$ cat src/rtl/rv_pkg.sv
`default_nettype none
// ============================================================================
// Module   : rv_pkg
// Brief    : RV32I opcode/funct3 encodings and immediate-format enum shared
//            by the decode stage and its immediate generator.
// Revision : 1.0 - initial release
// ============================================================================
package rv_pkg;

    localparam logic [6:0] OP     = 7'b0110011;
    localparam logic [6:0] OP_IMM = 7'b0010011;
    localparam logic [6:0] LOAD   = 7'b0000011;
    localparam logic [6:0] STORE  = 7'b0100011;
    localparam logic [6:0] BRANCH = 7'b1100011;
    localparam logic [6:0] JAL    = 7'b1101111;
    localparam logic [6:0] JALR   = 7'b1100111;
    localparam logic [6:0] LUI    = 7'b0110111;
    localparam logic [6:0] AUIPC  = 7'b0010111;

    localparam logic [2:0] F3_JALR = 3'b000;
    localparam logic [2:0] F3_LB   = 3'b000;
    localparam logic [2:0] F3_LH   = 3'b001;
    localparam logic [2:0] F3_LW   = 3'b010;
    localparam logic [2:0] F3_LBU  = 3'b100;
    localparam logic [2:0] F3_LHU  = 3'b101;
    localparam logic [2:0] F3_SB   = 3'b000;
    localparam logic [2:0] F3_SH   = 3'b001;
    localparam logic [2:0] F3_SW   = 3'b010;
    localparam logic [2:0] F3_BEQ  = 3'b000;
    localparam logic [2:0] F3_BNE  = 3'b001;
    localparam logic [2:0] F3_BLT  = 3'b100;
    localparam logic [2:0] F3_BGE  = 3'b101;
    localparam logic [2:0] F3_BLTU = 3'b110;
    localparam logic [2:0] F3_BGEU = 3'b111;

    typedef enum logic [2:0] {
        IMM_NONE = 3'd0,
        IMM_I    = 3'd1,
        IMM_S    = 3'd2,
        IMM_B    = 3'd3,
        IMM_U    = 3'd4,
        IMM_J    = 3'd5
    } imm_fmt_e;

    // Opcodes without a funct3 sub-decode are always legal here.
    function automatic logic f_funct3_legal(input logic [6:0] opcode, input logic [2:0] f3);
        case (opcode)
            LOAD:    return f3 inside {F3_LB, F3_LH, F3_LW, F3_LBU, F3_LHU};
            STORE:   return f3 inside {F3_SB, F3_SH, F3_SW};
            BRANCH:  return f3 inside {F3_BEQ, F3_BNE, F3_BLT, F3_BGE, F3_BLTU, F3_BGEU};
            JALR:    return f3 == F3_JALR;
            default: return 1'b1;
        endcase
    endfunction

endpackage
`default_nettype wire

$ cat src/rtl/rv_imm_gen.sv
`default_nettype none
// ============================================================================
// Module   : rv_imm_gen
// Brief    : Combinational RV32I immediate extraction, sign-extended to XLEN.
// Revision : 1.0 - initial release
// ============================================================================
module rv_imm_gen
    import rv_pkg::*;
#(
    parameter int XLEN = 32
) (
    input  logic [31:7]     i_ins,
    input  imm_fmt_e        i_fmt,
    output logic [XLEN-1:0] o_imm
);

    logic [31:0] w_imm32;

    always_comb begin
        w_imm32 = '0;
        case (i_fmt)
            IMM_I:   w_imm32 = {{20{i_ins[31]}}, i_ins[31:20]};
            IMM_S:   w_imm32 = {{20{i_ins[31]}}, i_ins[31:25], i_ins[11:7]};
            IMM_B:   w_imm32 = {{19{i_ins[31]}}, i_ins[31], i_ins[7], i_ins[30:25], i_ins[11:8], 1'b0};
            IMM_U:   w_imm32 = {i_ins[31:12], 12'b0};
            IMM_J:   w_imm32 = {{11{i_ins[31]}}, i_ins[31], i_ins[19:12], i_ins[20], i_ins[30:21], 1'b0};
            default: w_imm32 = '0;
        endcase
    end

    assign o_imm = XLEN'($signed(w_imm32));

endmodule
`default_nettype wire

$ cat src/rtl/rv_decode_stage.sv
`default_nettype none
// ============================================================================
// Module   : rv_decode_stage
// Brief    : RV32I decode with operand forwarding, load-use stall and a
//            valid/ready ID/EX output register.
// Revision : 1.0 - initial release
// ============================================================================
module rv_decode_stage
    import rv_pkg::*;
#(
    parameter int XLEN   = 32,
    parameter int REG_AW = 5,
    parameter int FWD_EN = 1,
    parameter int CNT_W  = 16
) (
    input  logic              clk,
    input  logic              rst,
    input  logic              in_valid,
    output logic              in_ready,
    input  logic [XLEN-1:0]   in_ins,
    input  logic [XLEN-1:0]   in_addr,
    input  logic              flush,
    output logic [REG_AW-1:0] rs1_addr_o,
    output logic [REG_AW-1:0] rs2_addr_o,
    input  logic [XLEN-1:0]   rs1_data_i,
    input  logic [XLEN-1:0]   rs2_data_i,
    input  logic              ex_wb_en,
    input  logic              ex_is_load,
    input  logic [REG_AW-1:0] ex_rd,
    input  logic [XLEN-1:0]   ex_result,
    input  logic              mem_wb_en,
    input  logic [REG_AW-1:0] mem_rd,
    input  logic [XLEN-1:0]   mem_result,
    output logic              out_valid,
    input  logic              out_ready,
    output logic [XLEN-1:0]   out_ins,
    output logic [XLEN-1:0]   out_addr,
    output logic [XLEN-1:0]   out_src1,
    output logic [XLEN-1:0]   out_src2,
    output logic [XLEN-1:0]   out_imm,
    output logic [REG_AW-1:0] out_rd,
    output logic              out_wb_en,
    output logic              out_mem_rd,
    output logic              out_mem_wr,
    output logic              out_branch,
    output logic              out_jump,
    output logic              out_illegal,
    output logic [CNT_W-1:0]  stall_cnt_o
);

    logic [6:0]        w_opcode;
    imm_fmt_e          w_fmt;
    logic              w_use1, w_use2, w_wb, w_mrd, w_mwr, w_br, w_jmp, w_ill;
    logic              w_s1_pc, w_s1_zero, w_s2_imm;
    logic [XLEN-1:0]   w_imm;
    logic [REG_AW-1:0] w_rs1, w_rs2, w_rd;
    logic [XLEN-1:0]   w_rf1, w_rf2, w_op1, w_op2, w_src1, w_src2;
    logic              w_ex_ok, w_mem_ok, w_ex_hit1, w_ex_hit2, w_mem_hit1, w_mem_hit2;
    logic              w_hz_raw, w_hz, w_free, w_capture;

    logic              r_valid;
    logic [XLEN-1:0]   r_ins, r_addr, r_src1, r_src2, r_imm;
    logic [REG_AW-1:0] r_rd;
    logic              r_wb, r_mrd, r_mwr, r_br, r_jmp, r_ill;
    logic [CNT_W-1:0]  r_stall_cnt;

    assign w_opcode = in_ins[6:0];

    always_comb begin
        w_fmt     = IMM_NONE;
        w_use1    = 1'b0;
        w_use2    = 1'b0;
        w_wb      = 1'b0;
        w_mrd     = 1'b0;
        w_mwr     = 1'b0;
        w_br      = 1'b0;
        w_jmp     = 1'b0;
        w_ill     = !f_funct3_legal(w_opcode, in_ins[14:12]);
        w_s1_pc   = 1'b0;
        w_s1_zero = 1'b0;
        w_s2_imm  = 1'b0;
        case (w_opcode)
            OP:     begin w_use1 = 1'b1; w_use2 = 1'b1; w_wb = 1'b1; end
            OP_IMM: begin w_fmt = IMM_I; w_use1 = 1'b1; w_wb = 1'b1; w_s2_imm = 1'b1; end
            LOAD:   begin w_fmt = IMM_I; w_use1 = 1'b1; w_wb = 1'b1; w_mrd = 1'b1; w_s2_imm = 1'b1; end
            STORE:  begin w_fmt = IMM_S; w_use1 = 1'b1; w_use2 = 1'b1; w_mwr = 1'b1; end
            BRANCH: begin w_fmt = IMM_B; w_use1 = 1'b1; w_use2 = 1'b1; w_br = 1'b1; end
            JAL:    begin w_fmt = IMM_J; w_wb = 1'b1; w_jmp = 1'b1; w_s1_pc = 1'b1; w_s2_imm = 1'b1; end
            JALR:   begin w_fmt = IMM_I; w_use1 = 1'b1; w_wb = 1'b1; w_jmp = 1'b1; w_s2_imm = 1'b1; end
            LUI:    begin w_fmt = IMM_U; w_wb = 1'b1; w_s1_zero = 1'b1; w_s2_imm = 1'b1; end
            AUIPC:  begin w_fmt = IMM_U; w_wb = 1'b1; w_s1_pc = 1'b1; w_s2_imm = 1'b1; end
            default: w_ill = 1'b1;
        endcase
        // Illegal words still travel down the pipe, but must not cause side effects.
        if (w_ill) begin
            w_wb  = 1'b0;
            w_mrd = 1'b0;
            w_mwr = 1'b0;
            w_br  = 1'b0;
            w_jmp = 1'b0;
        end
    end

    rv_imm_gen #(.XLEN(XLEN)) u_imm_gen (
        .i_ins (in_ins[31:7]),
        .i_fmt (w_fmt),
        .o_imm (w_imm)
    );

    assign w_rs1      = w_use1 ? REG_AW'(in_ins[19:15]) : '0;
    assign w_rs2      = w_use2 ? REG_AW'(in_ins[24:20]) : '0;
    assign w_rd       = w_wb   ? REG_AW'(in_ins[11:7])  : '0;
    assign rs1_addr_o = w_rs1;
    assign rs2_addr_o = w_rs2;

    // A nonzero producer rd can only match a nonzero (hence used) source.
    assign w_ex_ok    = ex_wb_en  && (ex_rd  != '0);
    assign w_mem_ok   = mem_wb_en && (mem_rd != '0);
    assign w_ex_hit1  = w_ex_ok  && (ex_rd  == w_rs1);
    assign w_ex_hit2  = w_ex_ok  && (ex_rd  == w_rs2);
    assign w_mem_hit1 = w_mem_ok && (mem_rd == w_rs1);
    assign w_mem_hit2 = w_mem_ok && (mem_rd == w_rs2);
    assign w_rf1      = (w_rs1 == '0) ? '0 : rs1_data_i;
    assign w_rf2      = (w_rs2 == '0) ? '0 : rs2_data_i;

    generate
        if (FWD_EN != 0) begin : g_fwd
            assign w_op1    = (w_ex_hit1 && !ex_is_load) ? ex_result : w_mem_hit1 ? mem_result : w_rf1;
            assign w_op2    = (w_ex_hit2 && !ex_is_load) ? ex_result : w_mem_hit2 ? mem_result : w_rf2;
            assign w_hz_raw = ex_is_load && (w_ex_hit1 || w_ex_hit2);
        end else begin : g_no_fwd
            assign w_op1    = w_rf1;
            assign w_op2    = w_rf2;
            assign w_hz_raw = w_ex_hit1 || w_ex_hit2 || w_mem_hit1 || w_mem_hit2;
        end
    endgenerate

    assign w_src1    = w_s1_pc ? in_addr : (w_s1_zero ? '0 : w_op1);
    assign w_src2    = w_s2_imm ? w_imm : w_op2;

    assign w_hz      = in_valid && w_hz_raw;
    assign w_free    = !r_valid || out_ready;
    assign in_ready  = flush || (!w_hz && w_free);
    assign w_capture = in_valid && !w_hz && w_free && !flush;

    always_ff @(posedge clk) begin
        if (rst) begin
            r_valid     <= 1'b0;
            r_ins       <= '0;
            r_addr      <= '0;
            r_src1      <= '0;
            r_src2      <= '0;
            r_imm       <= '0;
            r_rd        <= '0;
            r_wb        <= 1'b0;
            r_mrd       <= 1'b0;
            r_mwr       <= 1'b0;
            r_br        <= 1'b0;
            r_jmp       <= 1'b0;
            r_ill       <= 1'b0;
            r_stall_cnt <= '0;
        end else if (flush) begin
            r_valid <= 1'b0;
        end else if (w_free) begin
            r_valid <= w_capture;
            if (w_capture) begin
                r_ins  <= in_ins;
                r_addr <= in_addr;
                r_src1 <= w_src1;
                r_src2 <= w_src2;
                r_imm  <= w_imm;
                r_rd   <= w_rd;
                r_wb   <= w_wb;
                r_mrd  <= w_mrd;
                r_mwr  <= w_mwr;
                r_br   <= w_br;
                r_jmp  <= w_jmp;
                r_ill  <= w_ill;
            end else if (w_hz && (r_stall_cnt != '1)) begin
                r_stall_cnt <= r_stall_cnt + 1'b1;
            end
        end
    end

    assign out_valid   = r_valid;
    assign out_ins     = r_ins;
    assign out_addr    = r_addr;
    assign out_src1    = r_src1;
    assign out_src2    = r_src2;
    assign out_imm     = r_imm;
    assign out_rd      = r_rd;
    assign out_wb_en   = r_wb;
    assign out_mem_rd  = r_mrd;
    assign out_mem_wr  = r_mwr;
    assign out_branch  = r_br;
    assign out_jump    = r_jmp;
    assign out_illegal = r_ill;
    assign stall_cnt_o = r_stall_cnt;

endmodule
`default_nettype wire

$ cat config.mk
export PLATFORM = sky130hd
export DESIGN_NAME = rv_decode_stage
export DESIGN_NICKNAME = d
export VERILOG_FILES = /design/src/rtl/rv_pkg.sv /design/src/rtl/rv_imm_gen.sv /design/src/rtl/rv_decode_stage.sv
export SDC_FILE = /design/constraint.sdc
export NUM_CORES = 1
export LEC_CHECK = 0
export ABC_AREA = 0
export BUFFER_PORTS_ARGS = -buffer_cell sky130_fd_sc_hd__buf_2
export CAP_MARGIN = 10
export CORE_MARGIN = 3
export CORE_UTILIZATION = 40
export CTS_CLUSTER_DIAMETER = 150
export DETAILED_ROUTE_END_ITERATION = 12
export MAX_ROUTING_LAYER = met4
export PLACE_DENSITY = 0.67
export SLEW_MARGIN = 20
export SYNTH_ARGS = -nofsm -noshare
export SYNTH_HDL_FRONTEND = slang
export SYNTH_HIERARCHICAL = 1
export SYNTH_SLANG_ARGS = --single-unit
$ cat constraint.sdc
create_clock -name clk -period 5.6 [get_ports clk]
set_clock_uncertainty 0.2 [all_clocks]
set_input_delay 0.84 -clock clk [delete_from_list [all_inputs] [get_ports clk]]
set_output_delay 0.84 -clock clk [all_outputs]
set_load 0.03 [all_outputs]
Word level (Yosys, flattened, before mapping) --
Cells that the tools add are included.
Storage, ports and cells: register bits 188, input bits 210, output and inout port bits 199, word-level logic and storage cells 116
Cells by class: $add $sub $neg 1, equal/unequal tests 25, muxes and demuxes 31, bitwise logic cells 2, reductions and logical operators 43
Operator list (count):
- $mux 32 | 9
- $pmux 32 s5 | 1
- $eq 7x6->1 const B | 3
- $eq 7x7->1 const B | 3
- $eq 5x5->1 | 4
- $eq 3x3->1 const B | 6
- $add 16x1->16 const B | 1
- $mux 1 | 16
- $ne 16x16->1 const B | 1
- $logic_and 1x1->1 | 15
- $mux 5 | 3
- $pmux 3 s5 | 1
- $reduce_bool 5->1 | 3
- $eq 7x5->1 const B | 2
- $reduce_or 6->1 | 2
- $logic_not 5->1 | 2
- $eq 3x2->1 const B | 3
- $reduce_or 9->1 | 1
- $reduce_or 2->1 | 4
- $eq 7x2->1 const B | 1
- $reduce_or 7->1 | 1
- $eq 3x1->1 const B | 2
- $reduce_bool 6->1 | 1
- $reduce_or 3->1 | 2
- other kinds (8) | 15

Depth between registers and ports, before layout --
Gate-level depths: netlist of the first run.
depth after elaboration 15, mapped depth 12, gate-level depth less buffers 8

Modules after synthesis --
The synthesis of the first run kept the hierarchy.
Modules (own cells, without submodules):
- rv_decode_stage | instances 1, cells an instance 1250, area each 9621.7 um2, seq. area each 3763.6 um2
- rv_imm_gen | instances 1, cells an instance 66, area each 390.4 um2, seq. area each 0.0 um2

Worst setup path before layout of the first run --
OpenSTA, ideal clock, no wires.
path type input to output, start input port in_ins[4], end output port in_ready, data arrival time 2.826 ns, required time 4.560 ns, setup slack 1.734 ns, stages on the path 9, path through buf_2 and3b_1 buf_2 o211a_1 xor2_1 nor4_2 o21ai_0 nor2_1 o21bai_1
Between the ends: longest elaborated chain between the ends 12, elaborated cells on any way between the ends 22, those cells by class eq/ne: 8; mux: 4; reduce/logical: 10
Ends and longest elaborated chain:
- start: declaration | line rv_decode_stage.sv:20 | input logic [XLEN-1:0] in_ins,
- $eq 7x7->1 (tied with other cells) | line rv_decode_stage.sv:82 | case (w_opcode)
- $reduce_or 6->1 (no line) (*)
- $mux 1 (*) | line rv_decode_stage.sv:82
- $mux 5 (*) | line rv_decode_stage.sv:110 | assign w_rs1 = w_use1 ? REG_AW'(in_ins[19:15]) : '0;
- net rs1_addr_o[2] | line rv_decode_stage.sv:23 | output logic [REG_AW-1:0] rs1_addr_o,
- $eq 5x5->1 (*) | line rv_decode_stage.sv:119 | assign w_ex_hit1 = w_ex_ok && (ex_rd == w_rs1);
- $logic_and 1x1->1 (*) | line rv_decode_stage.sv:119
- $logic_or 1x1->1 (*) | line rv_decode_stage.sv:130 | assign w_hz_raw = ex_is_load && (w_ex_hit1 || w_ex_hit2);
- $logic_and 1x1->1 (*) | line rv_decode_stage.sv:130
- $logic_and 1x1->1 (*) | line rv_decode_stage.sv:141 | assign w_hz = in_valid && w_hz_raw;
- $logic_not 1->1 (*) | line rv_decode_stage.sv:143 | assign in_ready = flush || (!w_hz && w_free);
- $logic_and 1x1->1 (*) | line rv_decode_stage.sv:143
- $logic_or 1x1->1 (*) | line rv_decode_stage.sv:143
- end: declaration | line rv_decode_stage.sv:19 | output logic in_ready,
Mark *: on every way through the listed nets, which the timed path passes. The rest lies on a longest branch.

Final worst setup path of the first run --
start input port in_ins[5], end output port in_ready
Between the ends: longest elaborated chain between the ends 12, elaborated cells on any way between the ends 22, those cells by class eq/ne: 8; mux: 4; reduce/logical: 10
Ends and longest elaborated chain (line):
- $eq 7x7->1 (tied with other cells) | rv_decode_stage.sv:82
- $reduce_or 6->1 (no line) / $reduce_or 3->1 (equally long branches)
- $mux 1 | rv_decode_stage.sv:82
- $mux 5, on equally long branches | rv_decode_stage.sv:110, rv_decode_stage.sv:111
- $eq 5x5->1, on equally long branches | rv_decode_stage.sv:119, rv_decode_stage.sv:120
- $logic_and 1x1->1, on equally long branches | rv_decode_stage.sv:119, rv_decode_stage.sv:120
- $logic_or 1x1->1 (*) | rv_decode_stage.sv:130
- $logic_and 1x1->1 (*) | rv_decode_stage.sv:130
- $logic_and 1x1->1 (*) | rv_decode_stage.sv:141
- $logic_not 1->1 (*) | rv_decode_stage.sv:143
- $logic_and 1x1->1 (*) | rv_decode_stage.sv:143
- $logic_or 1x1->1 (*) | rv_decode_stage.sv:143
Mark *: on every way between the ends. The rest lies on a longest branch, timed or not.

==> run_summary.xml, run 1 <==
<?xml version="1.0" encoding="UTF-8"?>
<metrics>
  <group name="power_and_ir_drop">
    <metric name="maximum_vdd_drop" unit="uV">147</metric>
    <metric name="power_frac_clock" unit="%">37.9</metric>
    <metric name="p_total" unit="W">0.00318</metric>
    <metric name="share_seq_of_total_power" unit="%">44.6</metric>
    <metric name="pwr_density_cell" unit="nW/um^2">250</metric>
    <metric name="power.combinational.fraction" unit="%">17.5</metric>
    <metric name="cellInternalPower" unit="W">0.00218</metric>
    <metric name="power.switching" unit="W">0.00100</metric>
    <metric name="power_switching_share" unit="%">31.5</metric>
    <metric name="cellLeakagePower" unit="nW">6.10</metric>
  </group>
  <group name="logic_synthesis">
    <metric name="ys.warnings.count" unit="">6</metric>
    <metric name="synth_enable_flop_cells" unit="">0</metric>
    <metric name="synth.yosys.seq_area_share" unit="%">37.6</metric>
    <metric name="syn-num-nets" unit="">1527</metric>
    <metric name="yosysMostFrequentCell" unit="">nand2_1</metric>
    <metric name="dominantRegCellSynth" unit="">dfxtp_1</metric>
    <metric name="netlist_top_cells_area" unit="">dfxtp_1, nand2_1, a21oi_1, mux2i_1, nor2_1</metric>
    <metric name="yosys.area.top_type" unit="">dfxtp_1</metric>
    <metric name="post_synth.cell_area_avg" unit="sq um">7.61</metric>
    <metric name="yosys-top-cells-count" unit="">nand2_1, dfxtp_1, a21oi_1, nor2_1</metric>
    <metric name="synth.ff_latch_count" unit="">188</metric>
    <metric name="fraction_of_synthesized_cell_area_taken_by_the_top_area_cell_type" unit="%">37.6</metric>
    <metric name="async_set_or_reset_register_ratio_after_synthesis" unit="%">0</metric>
    <metric name="syn-cell-area" unit="sq um">10000</metric>
    <metric name="synth.lib_cells_used.distinct" unit="">74</metric>
    <metric name="syn-instance-count" unit="">1316</metric>
  </group>
  <group name="worst_setup_path">
    <metric name="cpMostUsedCell" unit="">buf_2</metric>
    <metric name="regToRegEndpoint" unit="">out_src2[18]$_SDFFE_PP0P_</metric>
    <metric name="cp_data_required_time" unit="ps">4560</metric>
    <metric name="setup.reg_to_reg.worst_slack" unit="ps">2620</metric>
    <metric name="path_max_fanout" unit="">13</metric>
    <metric name="critPathArrivalTime" unit="ps">3350</metric>
    <metric name="critical_path_class" unit="">primary input to primary output</metric>
    <metric name="timing.critical_path.slowest_stage_cell" unit="">a21boi_2</metric>
    <metric name="rr_startpoint" unit="">out_valid$_SDFFE_PP0N_</metric>
    <metric name="ff2ff_path_depth" unit="">7</metric>
    <metric name="crit_path_start_kind" unit="">primary input</metric>
    <metric name="largest_incremental_delay_on_the_critical_path" unit="ps">490</metric>
    <metric name="crit_path_end_kind" unit="">primary output</metric>
    <metric name="cells_along_the_critical_path" unit="">buf_2 &gt; a21boi_2 &gt; nand3_1 &gt; a221o_1 &gt; nor3_1 &gt; o21ai_0 &gt; nor2_1 &gt; o21bai_1 &gt; buf_2</metric>
  </group>
  <group name="route">
    <metric name="detail_route.drc_violations" unit="">0</metric>
    <metric name="detailroute.via_count" unit="">11300</metric>
    <metric name="detailedRoute.firstPassIterationCount" unit="">6</metric>
    <metric name="route.detailed.wl_per_inst" unit="um">21.0</metric>
    <metric name="detail_route.iter0.violations" unit="">1036</metric>
    <metric name="antenna_left" unit="">0</metric>
    <metric name="route.final.wire_length" unit="um">42000</metric>
    <metric name="vias_per_cell" unit="">5.64</metric>
  </group>
  <group name="timing">
    <metric name="unrepaired_setup_endpoints_after_global_routing" unit="">false</metric>
    <metric name="finalSetupViolations" unit="">0</metric>
    <metric name="period_minus_ws_final" unit="ps">4390</metric>
    <metric name="slew_headroom" unit="%">24.7</metric>
    <metric name="max_freq" unit="GHz">0.228</metric>
    <metric name="timing_worst_slew_pin_value" unit="ps">1130</metric>
    <metric name="maxSlewViolCount" unit="">0</metric>
    <metric name="finalSetupTns" unit="ps">0</metric>
    <metric name="hold_violations" unit="">0</metric>
    <metric name="min_period_over_period" unit="%">78.4</metric>
    <metric name="holdWs" unit="ps">251</metric>
  </group>
  <group name="global_route">
    <metric name="groute.usage.overall" unit="%">30.3</metric>
    <metric name="vias_in_the_first_global_route" unit="">10200</metric>
    <metric name="first_pass_grt_wire_length" unit="um">60900</metric>
    <metric name="antenna_found_initial" unit="">8</metric>
    <metric name="global_route.overflow_total" unit="">0</metric>
    <metric name="grt_max_degree" unit="">96</metric>
  </group>
  <group name="die">
    <metric name="die-height" unit="um">164</metric>
    <metric name="initial_core_util" unit="%">40.9</metric>
    <metric name="core.rowCount" unit="">57</metric>
    <metric name="ports" unit="">409</metric>
    <metric name="dieWidth" unit="um">164</metric>
    <metric name="placeableCoreArea" unit="sq um">24500</metric>
    <metric name="fp.dieArea" unit="sq um">27000</metric>
  </group>
  <group name="cts">
    <metric name="path_clk_slew" unit="ps">80</metric>
    <metric name="cts_buffer_depth" unit="">2</metric>
    <metric name="postCtsResizedCells" unit="">0</metric>
    <metric name="cts_inserted_buffers" unit="">17</metric>
    <metric name="cts.hold.buffers_added" unit="">0</metric>
    <metric name="post_cts.repair.setup_buffers" unit="">0</metric>
    <metric name="cts_num_sinks" unit="">188</metric>
    <metric name="insertion_delay_of_the_later_clocked_pin_in_the_worst_skew_pair" unit="ps">440</metric>
    <metric name="htreeDepth" unit="">4</metric>
    <metric name="cts_tree" unit="">done</metric>
    <metric name="ctsRootBufferMaster" unit="">clkbuf_16</metric>
  </group>
  <group name="cells_and_area">
    <metric name="fin_nets" unit="">1860</metric>
    <metric name="finalInstanceArea" unit="sq um">12700</metric>
    <metric name="area_growth_syn_to_layout" unit="%">26.9</metric>
    <metric name="post_route_cells_drive_above_1_share" unit="%">28.9</metric>
    <metric name="nFillCells" unit="">2451</metric>
  </group>
  <group name="run_status">
    <metric name="run_status" unit="">complete, no violations</metric>
  </group>
  <group name="hold_path">
    <metric name="holdPathEnd" unit="">out_rd[1]$_SDFFE_PP0P_</metric>
    <metric name="hold-path-cell-count" unit="">2</metric>
    <metric name="timing.hold.worst.class" unit="">register to register</metric>
    <metric name="worst_hold_launch" unit="">out_rd[1]$_SDFFE_PP0P_</metric>
  </group>
  <group name="placement">
    <metric name="dpl.hpwl" unit="um">31600</metric>
    <metric name="routabilityCongestion" unit="">0.961</metric>
    <metric name="dpl-instance-area" unit="sq um">12100</metric>
    <metric name="io_buffer_count" unit="">408</metric>
  </group>
  <group name="run">
    <metric name="max_cap_viols" unit="">0</metric>
  </group>
</metrics>
[per-layer routing]
metal | track usage (%) | up-vias | wire length, um
met1 | 38.2 | 5327 | 17300
li1 | - | 5297 | -
met3 | 6.46 | 71 | 3770
met2 | 48.4 | 568 | 19900
met5 | - | - | 0
met4 | 9.80 | 0 | 1030
[cells in the final DEF, fill, tap and decap left out, types with 16 or more instances in the layout]
cell       count
inv_1         41
dfxtp_1      188
buf_2        407
clkbuf_16     17
o21ai_0       49
nand3_1       16
a311oi_1      21
a221oi_1      31
nor2_1       118
and3_1        39
nand2_1      288
a211oi_1      46
mux2i_1       65
a21oi_1      140
[worst max-delay path: cells and delay by family]
kind / cells / cell delay [ps]
and+or+nand+nor: 3 / 820
buffers and inverters: 2 / 380
AOI/OAI and AO/OA: 4 / 1320
[through the flow]
stage	cells	worst slack, ps	utilization [%]
finish	1996	1210	52.0
global route	1995	1030	51.9
CTS	1986	1270	51.9
detailed placement	1954	1230	49.6
global placement	1953	1340	49.5
floorplan	1316	1730	-
[how the worst max path moves through the flow]
| stage | depth (start not counted) | startpoint | slack [ps] | end |
|---|---|---|---|---|
| 5_1_grt | 9 | in_ins[5] | 1030 | in_ready |
| 4_1_cts | 9 | in_ins[5] | 1270 | in_ready |
| 6_report | 9 | in_ins[5] | 1210 | in_ready |
| 2_1_floorplan | 9 | in_ins[4] | 1730 | in_ready |
| 3_3_place_gp | 9 | in_ins[6] | 1340 | in_ready |
| 3_5_place_dp | 9 | in_ins[5] | 1230 | out_src2[14]$_SDFFE_PP0P_ |
[cell type report]
class	instances	area [sq um]	area share, %
multi-input combinational	978	5590	44.0
sequential	188	3760	29.6
timing repair buffer	423	2210	17.4
clock buffer	21	460	3.62
tap	324	405	3.19
inverter	41	154	1.21
clock inverter	11	103	0.807
antenna	10	25.0	0.197
[kinds of logic (layout without fill, tap and decap cells)]
family                   after synthesis  count (layout)  share of synthesized area, %
AND/OR/NAND/NOR                      544             544                          24.4
AO/OA/AOI/OAI                        357             357                          23.1
flip-flops                           188             188                          37.6
buffers and inverters                150             496                          7.26
multiplexers                          67              67                          6.72
XOR/XNOR                               9               9                         0.787
adder cells (fa/ha/maj)                1               1                         0.125
other                                  0              10                             0
[registers in the layout, indices dropped and copies added, names as in the netlist]
name         flops
out_rd           5
out_branch       1
out_mem_wr       1
out_ins         32
out_wb_en        1
out_src1        32
out_imm         32
stall_cnt_o     16
out_valid        1
out_illegal      1
out_mem_rd       1
out_src2        32
out_addr        32
out_jump         1
[power groups by stage]
stage	clock network [W]	logic (W)	registers (W)
after floorplan	0	0.000223	0.00155
after global placement	0	0.000549	0.00145
after detailed placement	0	0.000553	0.00145
after CTS	0.00121	0.000554	0.00142
after global routing	0.00126	0.000597	0.00142
final	0.00120	0.000557	0.00142
Power figures use the tool's default switching activity.
==> run 2, diff against run 1 <==
==> constraint.sdc (replaced) <==
create_clock -name clk -period 4.1 [get_ports clk]
set_clock_uncertainty 0.2 [all_clocks]
set_input_delay 0.615 -clock clk [delete_from_list [all_inputs] [get_ports clk]]
set_output_delay 0.615 -clock clk [all_outputs]
set_load 0.03 [all_outputs]
==> run 2 against run 1 <==
Critical path depth is the same. Clock power grew 50%. Global-route usage hardly changed.
==> run_summary.xml, run 2 (synthesized netlist as in run 1, its figures left out) <==
<?xml version="1.0" encoding="UTF-8"?>
<metrics>
  <group name="die">
    <metric name="ports" unit="">409</metric>
    <metric name="core.rowCount" unit="">57</metric>
    <metric name="dieWidth" unit="um">164</metric>
    <metric name="placeableCoreArea" unit="sq um">24500</metric>
    <metric name="initial_core_util" unit="%">40.9</metric>
    <metric name="fp.dieArea" unit="sq um">27000</metric>
    <metric name="die-height" unit="um">164</metric>
  </group>
  <group name="power_and_ir_drop">
    <metric name="power.switching" unit="W">0.00140</metric>
    <metric name="share_seq_of_total_power" unit="%">43.0</metric>
    <metric name="cellInternalPower" unit="W">0.00310</metric>
    <metric name="maximum_vdd_drop" unit="uV">196</metric>
    <metric name="power.combinational.fraction" unit="%">17.0</metric>
    <metric name="power_switching_share" unit="%">31.1</metric>
    <metric name="power_frac_clock" unit="%">40.0</metric>
    <metric name="cellLeakagePower" unit="nW">6.18</metric>
    <metric name="pwr_density_cell" unit="nW/um^2">350</metric>
  </group>
  <group name="cells_and_area">
    <metric name="layout_commonest_cell" unit="">buf_2</metric>
    <metric name="layout.cells.most_common_list" unit="">buf_2, nand2_1, dfxtp_1</metric>
    <metric name="nFillCells" unit="">2442</metric>
    <metric name="area_growth_syn_to_layout" unit="%">28.6</metric>
    <metric name="postLayoutCoreUtil" unit="%">52.6</metric>
    <metric name="post_route_cells_drive_above_1_share" unit="%">29.4</metric>
    <metric name="fin_nets" unit="">1869</metric>
  </group>
  <group name="route">
    <metric name="detail_route.iter0.violations" unit="">1180</metric>
    <metric name="detailroute.via_count" unit="">11300</metric>
    <metric name="route.final.wire_length" unit="um">41800</metric>
    <metric name="antenna_left" unit="">0</metric>
    <metric name="detailedRoute.firstPassIterationCount" unit="">6</metric>
    <metric name="vias_per_cell" unit="">5.63</metric>
    <metric name="route.detailed.wl_per_inst" unit="um">20.8</metric>
    <metric name="detail_route.drc_violations" unit="">0</metric>
  </group>
  <group name="global_route">
    <metric name="first_pass_grt_wire_length" unit="um">61000</metric>
    <metric name="groute.usage.overall" unit="%">30.2</metric>
    <metric name="grt_max_degree" unit="">104</metric>
    <metric name="antenna_found_initial" unit="">12</metric>
    <metric name="global_route.overflow_total" unit="">0</metric>
    <metric name="vias_in_the_first_global_route" unit="">10300</metric>
  </group>
  <group name="placement">
    <metric name="dp_worst_setup_slack" unit="ps">185</metric>
    <metric name="io_buffer_count" unit="">408</metric>
    <metric name="dpl.hpwl" unit="um">31400</metric>
    <metric name="routabilityCongestion" unit="">0.938</metric>
  </group>
  <group name="worst_setup_path">
    <metric name="crit_start" unit="">in_ins[2]</metric>
    <metric name="cp_data_required_time" unit="ps">3280</metric>
    <metric name="path_max_fanout" unit="">12</metric>
    <metric name="crit_path_end_kind" unit="">primary output</metric>
    <metric name="crit_path_start_kind" unit="">primary input</metric>
    <metric name="regToRegEndpoint" unit="">out_src1[14]$_SDFFE_PP0P_</metric>
    <metric name="critical_path_class" unit="">primary input to primary output</metric>
    <metric name="critPathArrivalTime" unit="ps">3020</metric>
    <metric name="ff2ff_path_depth" unit="">7</metric>
    <metric name="crit_path_end" unit="">in_ready</metric>
    <metric name="setup.reg_to_reg.worst_slack" unit="ps">1030</metric>
    <metric name="rr_startpoint" unit="">out_valid$_SDFFE_PP0N_</metric>
  </group>
  <group name="timing">
    <metric name="maxSlewViolCount" unit="">0</metric>
    <metric name="min_period_over_period" unit="%">93.5</metric>
    <metric name="timing_worst_slew_pin_value" unit="ps">1010</metric>
    <metric name="slew_headroom" unit="%">31.9</metric>
    <metric name="max_freq" unit="GHz">0.261</metric>
    <metric name="final.setup.worst_slack" unit="ps">267</metric>
    <metric name="hold_violations" unit="">0</metric>
    <metric name="finalSetupViolations" unit="">0</metric>
    <metric name="period_minus_ws_final" unit="ps">3830</metric>
    <metric name="holdWs" unit="ps">188</metric>
    <metric name="finalSetupTns" unit="ps">0</metric>
    <metric name="unrepaired_setup_endpoints_after_global_routing" unit="">false</metric>
  </group>
  <group name="cts">
    <metric name="cts.hold.buffers_added" unit="">0</metric>
    <metric name="cts_num_sinks" unit="">188</metric>
    <metric name="post_cts.repair.setup_buffers" unit="">0</metric>
    <metric name="htreeDepth" unit="">4</metric>
    <metric name="ctsRootBufferMaster" unit="">clkbuf_16</metric>
    <metric name="insertion_delay_of_the_later_clocked_pin_in_the_worst_skew_pair" unit="ps">420</metric>
    <metric name="cts_inserted_buffers" unit="">17</metric>
    <metric name="cts_tree" unit="">done</metric>
    <metric name="path_clk_slew" unit="ps">70</metric>
    <metric name="cts_buffer_depth" unit="">2</metric>
    <metric name="postCtsResizedCells" unit="">0</metric>
  </group>
  <group name="hold_path">
    <metric name="timing.hold.worst.class" unit="">primary input to register</metric>
  </group>
  <group name="run_status">
    <metric name="run_status" unit="">complete, no violations</metric>
  </group>
  <group name="run">
    <metric name="max_cap_viols" unit="">0</metric>
  </group>
</metrics>
==> run 2: changes by cell type in the layout (fill, tap and decap cells not counted), sizes merged <==
cell / previous run / this run
clkinvlp: 1 / 0
clkinv: 4 / 5
bufinv: 0 / 2
buf: 423 / 432
inv: 47 / 48
diode: 10 / 13
clkbuf: 21 / 18
==> run 2: critical path, cell delays in order <==
cell and delay, ps:
buf_2 190, or2_1 350, a2111oi_2 410, a211oi_2 120, nor4_2 630, o21ai_0 300, nor2_1 140, o21bai_1 70
buf_2 180
==> run 2: worst min path at each step <==
stage,startpoint,to,depth (start not counted)
2_1_floorplan,out_mem_rd$_SDFFE_PP0P_,out_mem_rd$_SDFFE_PP0P_,2
3_3_place_gp,out_branch$_SDFFE_PP0P_,out_branch$_SDFFE_PP0P_,2
3_5_place_dp,out_rd[1]$_SDFFE_PP0P_,out_rd[1]$_SDFFE_PP0P_,2
4_1_cts,flush,out_valid$_SDFFE_PP0N_,2
5_1_grt,flush,out_valid$_SDFFE_PP0N_,2
6_report,flush,out_valid$_SDFFE_PP0N_,2
==> run 2: power by group through the flow <==
stage               Clock (W)  Sequential, W  Combinational [W]
floorplan                   0        0.00212           0.000304
finish                0.00180        0.00194           0.000763
CTS                   0.00183        0.00194           0.000759
detailed placement          0        0.00198           0.000757
global route          0.00190        0.00194           0.000820
global placement            0        0.00198           0.000752
==> run 2: final cells by class <==
class                           count  area, sq um  area share [%]
Sequential cell                   188         3760            29.2
Multi-Input combinational cell    978         5590            43.4
Tap cell                          324          405            3.15
Clock buffer                       18          439            3.41
Timing Repair Buffer              432         2290            17.8
Inverter                           41          154            1.20
Antenna cell                       13         32.5           0.253
Clock inverter                     14          198            1.54
==> run 2: per-stage QoR <==
step | power, W | std cells | instance area, sq um
2_1_floorplan | 0.00242 | 1316 | 10000
6_report | 0.00450 | 2008 | 12900
3_3_place_gp | 0.00273 | 1963 | 12200
5_1_grt | 0.00466 | 2007 | 12900
4_1_cts | 0.00452 | 1995 | 12800
3_5_place_dp | 0.00274 | 1963 | 12200
==> run 2: metal layers <==
metal	vias to the layer above	share of wire, %	routed length (um)	global-route usage (%)
met1	5354	42	17500	38.9
li1	5322	-	-	-
met2	567	48	19900	48.8
met5	-	0	0	-
met4	0	2.1	879	8.96
met3	52	8.5	3540	5.17
==> run 3, diff against run 2 <==
--- a/config.mk
+++ b/config.mk
@@ -13,7 +13,7 @@
 export CTS_CLUSTER_DIAMETER = 150
 export DETAILED_ROUTE_END_ITERATION = 12
 export MAX_ROUTING_LAYER = met4
-export PLACE_DENSITY = 0.67
+export PLACE_DENSITY = 0.68
 export SLEW_MARGIN = 20
 export SYNTH_ARGS = -nofsm -noshare
 export SYNTH_HDL_FRONTEND = slang
==> run 3 against run 2 <==
Worst setup slack lost 0.79 ps. Worst hold slack lost 19 ps. Global-route usage shrank 0.11 points. Utilization shrank 0.19 points. Final cell count shrank 0.15%. Register-to-register slack gained 150 ps. Total power shrank 3.5%. Critical endpoint unchanged. Largest cell class unchanged. Largest power group unchanged.
==> run_summary.xml, run 3 (synthesized netlist as in run 1, its figures left out) <==
<?xml version="1.0" encoding="UTF-8"?>
<metrics>
  <group name="run_status">
    <metric name="run_status" unit="">complete, no violations</metric>
  </group>
  <group name="timing">
    <metric name="period_minus_ws_final" unit="ps">3830</metric>
    <metric name="min_period_over_period" unit="%">93.5</metric>
    <metric name="hold_violations" unit="">0</metric>
    <metric name="timing_worst_slew_pin_value" unit="ps">1070</metric>
    <metric name="maxSlewViolCount" unit="">0</metric>
    <metric name="slew_headroom" unit="%">28.3</metric>
    <metric name="unrepaired_setup_endpoints_after_global_routing" unit="">false</metric>
    <metric name="finalSetupTns" unit="ps">0</metric>
    <metric name="max_freq" unit="GHz">0.261</metric>
    <metric name="finalSetupViolations" unit="">0</metric>
  </group>
  <group name="cts">
    <metric name="htreeDepth" unit="">4</metric>
    <metric name="insertion_delay_of_the_later_clocked_pin_in_the_worst_skew_pair" unit="ps">440</metric>
    <metric name="cts.hold.buffers_added" unit="">0</metric>
    <metric name="cts_num_sinks" unit="">188</metric>
    <metric name="cts_inserted_buffers" unit="">17</metric>
    <metric name="ctsRootBufferMaster" unit="">clkbuf_16</metric>
    <metric name="path_clk_slew" unit="ps">80</metric>
    <metric name="post_cts.repair.setup_buffers" unit="">0</metric>
    <metric name="cts_tree" unit="">done</metric>
    <metric name="cts_buffer_depth" unit="">2</metric>
    <metric name="postCtsResizedCells" unit="">0</metric>
  </group>
  <group name="hold_path">
    <metric name="hold-path-cell-count" unit="">2</metric>
    <metric name="timing.hold.worst.class" unit="">primary input to register</metric>
    <metric name="worst_hold_launch" unit="">flush</metric>
    <metric name="holdPathEnd" unit="">out_valid$_SDFFE_PP0N_</metric>
  </group>
  <group name="run">
    <metric name="max_cap_viols" unit="">0</metric>
  </group>
  <group name="route">
    <metric name="route.final.wire_length" unit="um">41400</metric>
    <metric name="antenna_left" unit="">0</metric>
    <metric name="route.detailed.wl_per_inst" unit="um">20.6</metric>
    <metric name="vias_per_cell" unit="">5.61</metric>
    <metric name="detail_route.iter0.violations" unit="">1056</metric>
    <metric name="detailedRoute.firstPassIterationCount" unit="">5</metric>
    <metric name="detail_route.drc_violations" unit="">0</metric>
    <metric name="detailroute.via_count" unit="">11300</metric>
  </group>
  <group name="die">
    <metric name="core.rowCount" unit="">57</metric>
    <metric name="initial_core_util" unit="%">40.9</metric>
    <metric name="fp.dieArea" unit="sq um">27000</metric>
    <metric name="placeableCoreArea" unit="sq um">24500</metric>
    <metric name="dieWidth" unit="um">164</metric>
    <metric name="ports" unit="">409</metric>
    <metric name="die-height" unit="um">164</metric>
  </group>
  <group name="global_route">
    <metric name="vias_in_the_first_global_route" unit="">10400</metric>
    <metric name="groute.usage.overall" unit="%">30.1</metric>
    <metric name="antenna_found_initial" unit="">12</metric>
    <metric name="global_route.overflow_total" unit="">0</metric>
    <metric name="grt_max_degree" unit="">91</metric>
    <metric name="first_pass_grt_wire_length" unit="um">60600</metric>
  </group>
  <group name="power_and_ir_drop">
    <metric name="power_frac_clock" unit="%">37.8</metric>
    <metric name="power.switching" unit="W">0.00138</metric>
    <metric name="maximum_vdd_drop" unit="uV">201</metric>
    <metric name="power_switching_share" unit="%">31.7</metric>
    <metric name="pwr_density_cell" unit="nW/um^2">339</metric>
    <metric name="power.combinational.fraction" unit="%">17.6</metric>
    <metric name="cellLeakagePower" unit="nW">6.16</metric>
    <metric name="p_total" unit="W">0.00434</metric>
    <metric name="cellInternalPower" unit="W">0.00297</metric>
    <metric name="share_seq_of_total_power" unit="%">44.6</metric>
  </group>
  <group name="cells_and_area">
    <metric name="post_route_cells_drive_above_1_share" unit="%">29.2</metric>
    <metric name="layout_commonest_cell" unit="">buf_2</metric>
    <metric name="final-instance-count-excl-fill" unit="">2005</metric>
    <metric name="fin_nets" unit="">1867</metric>
    <metric name="layout.cells.most_common_list" unit="">buf_2, nand2_1, dfxtp_1</metric>
    <metric name="finalInstanceArea" unit="sq um">12800</metric>
    <metric name="area_growth_syn_to_layout" unit="%">28.1</metric>
    <metric name="postLayoutCoreUtil" unit="%">52.4</metric>
    <metric name="nFillCells" unit="">2449</metric>
  </group>
  <group name="worst_setup_path">
    <metric name="rr_startpoint" unit="">stall_cnt_o[8]$_SDFFE_PP0P_</metric>
    <metric name="critical_path_class" unit="">primary input to primary output</metric>
    <metric name="setup.reg_to_reg.worst_slack" unit="ps">1180</metric>
    <metric name="cp_data_required_time" unit="ps">3280</metric>
    <metric name="crit_path_start_kind" unit="">primary input</metric>
    <metric name="crit_start" unit="">in_ins[6]</metric>
    <metric name="crit_path_end_kind" unit="">primary output</metric>
    <metric name="path_max_fanout" unit="">17</metric>
    <metric name="critPathArrivalTime" unit="ps">3020</metric>
    <metric name="ff2ff_path_depth" unit="">7</metric>
    <metric name="regToRegEndpoint" unit="">stall_cnt_o[7]$_SDFFE_PP0P_</metric>
  </group>
  <group name="placement">
    <metric name="placedCellCount" unit="">1961</metric>
    <metric name="io_buffer_count" unit="">408</metric>
    <metric name="dpl-instance-area" unit="sq um">12200</metric>
    <metric name="dpl.hpwl" unit="um">31500</metric>
    <metric name="routabilityCongestion" unit="">0.929</metric>
  </group>
</metrics>
[run 3: cell types whose count changed in the layout (fill, tap and decap cells not counted), sizes merged]
cell / before / now
buf: 432 / 430
bufinv: 2 / 0
clkbuf: 18 / 19
diode: 13 / 12
clkinvlp: 0 / 2
clkinv: 5 / 4
[run 3: metal layers]
| layer | global-route usage (%) | vias up | wire, um |
|---|---|---|---|
| li1 | - | 5314 | - |
| met1 | 37.2 | 5308 | 16700 |
| met2 | 48.1 | 555 | 19500 |
| met3 | 7.54 | 76 | 3890 |
| met4 | 10.4 | 0 | 1240 |
| met5 | - | - | 0 |
[run 3: worst max path at each step]
stage,endpoint,slack [ps],cells past startpoint
finish,in_ready,270,9
floorplan,in_ready,680,9
global route,in_ready,130,9
detailed placement,out_src1[13]$_SDFFE_PP0P_,270,9
global placement,in_ready,350,9
CTS,in_ready,300,9
[run 3: power by group through the flow]
stage                     Clock, W  Sequential [W]  Combinational [W]
after floorplan                  0         0.00212           0.000304
after global placement           0         0.00198           0.000756
after detailed placement         0         0.00198           0.000761
after CTS                  0.00167         0.00194           0.000762
after global routing       0.00174         0.00194           0.000822
final                      0.00164         0.00194           0.000765
[run 3: cell type report]
| type | count | area, sq um | share of cell area (%) |
|---|---|---|---|
| multi-input cells | 978 | 5590 | 43.6 |
| diodes | 12 | 30.0 | 0.234 |
| clock buffers | 19 | 443 | 3.45 |
| repair buffers | 430 | 2310 | 18.0 |
| clock inverters | 13 | 126 | 0.985 |
| inverters | 41 | 154 | 1.20 |
| flip-flops and latches | 188 | 3760 | 29.3 |
| well taps | 324 | 405 | 3.16 |
[run 3: metrics by stage]
stage | hold WS [ps] | worst slack (ps)
finish | 169 | 266
global route | 169 | 132
CTS | 148 | 298
detailed placement | 243 | 271
global placement | 236 | 354
floorplan | 376 | 684
[run 3: critical path, stage by stage]
cell and delay [ps]:
buf_2 190, and3b_1 270, o21ai_1 470, a211oi_2 200, nor4_2 600, o21ai_0 270, nor2_1 140, o21bai_1 70
buf_2 180
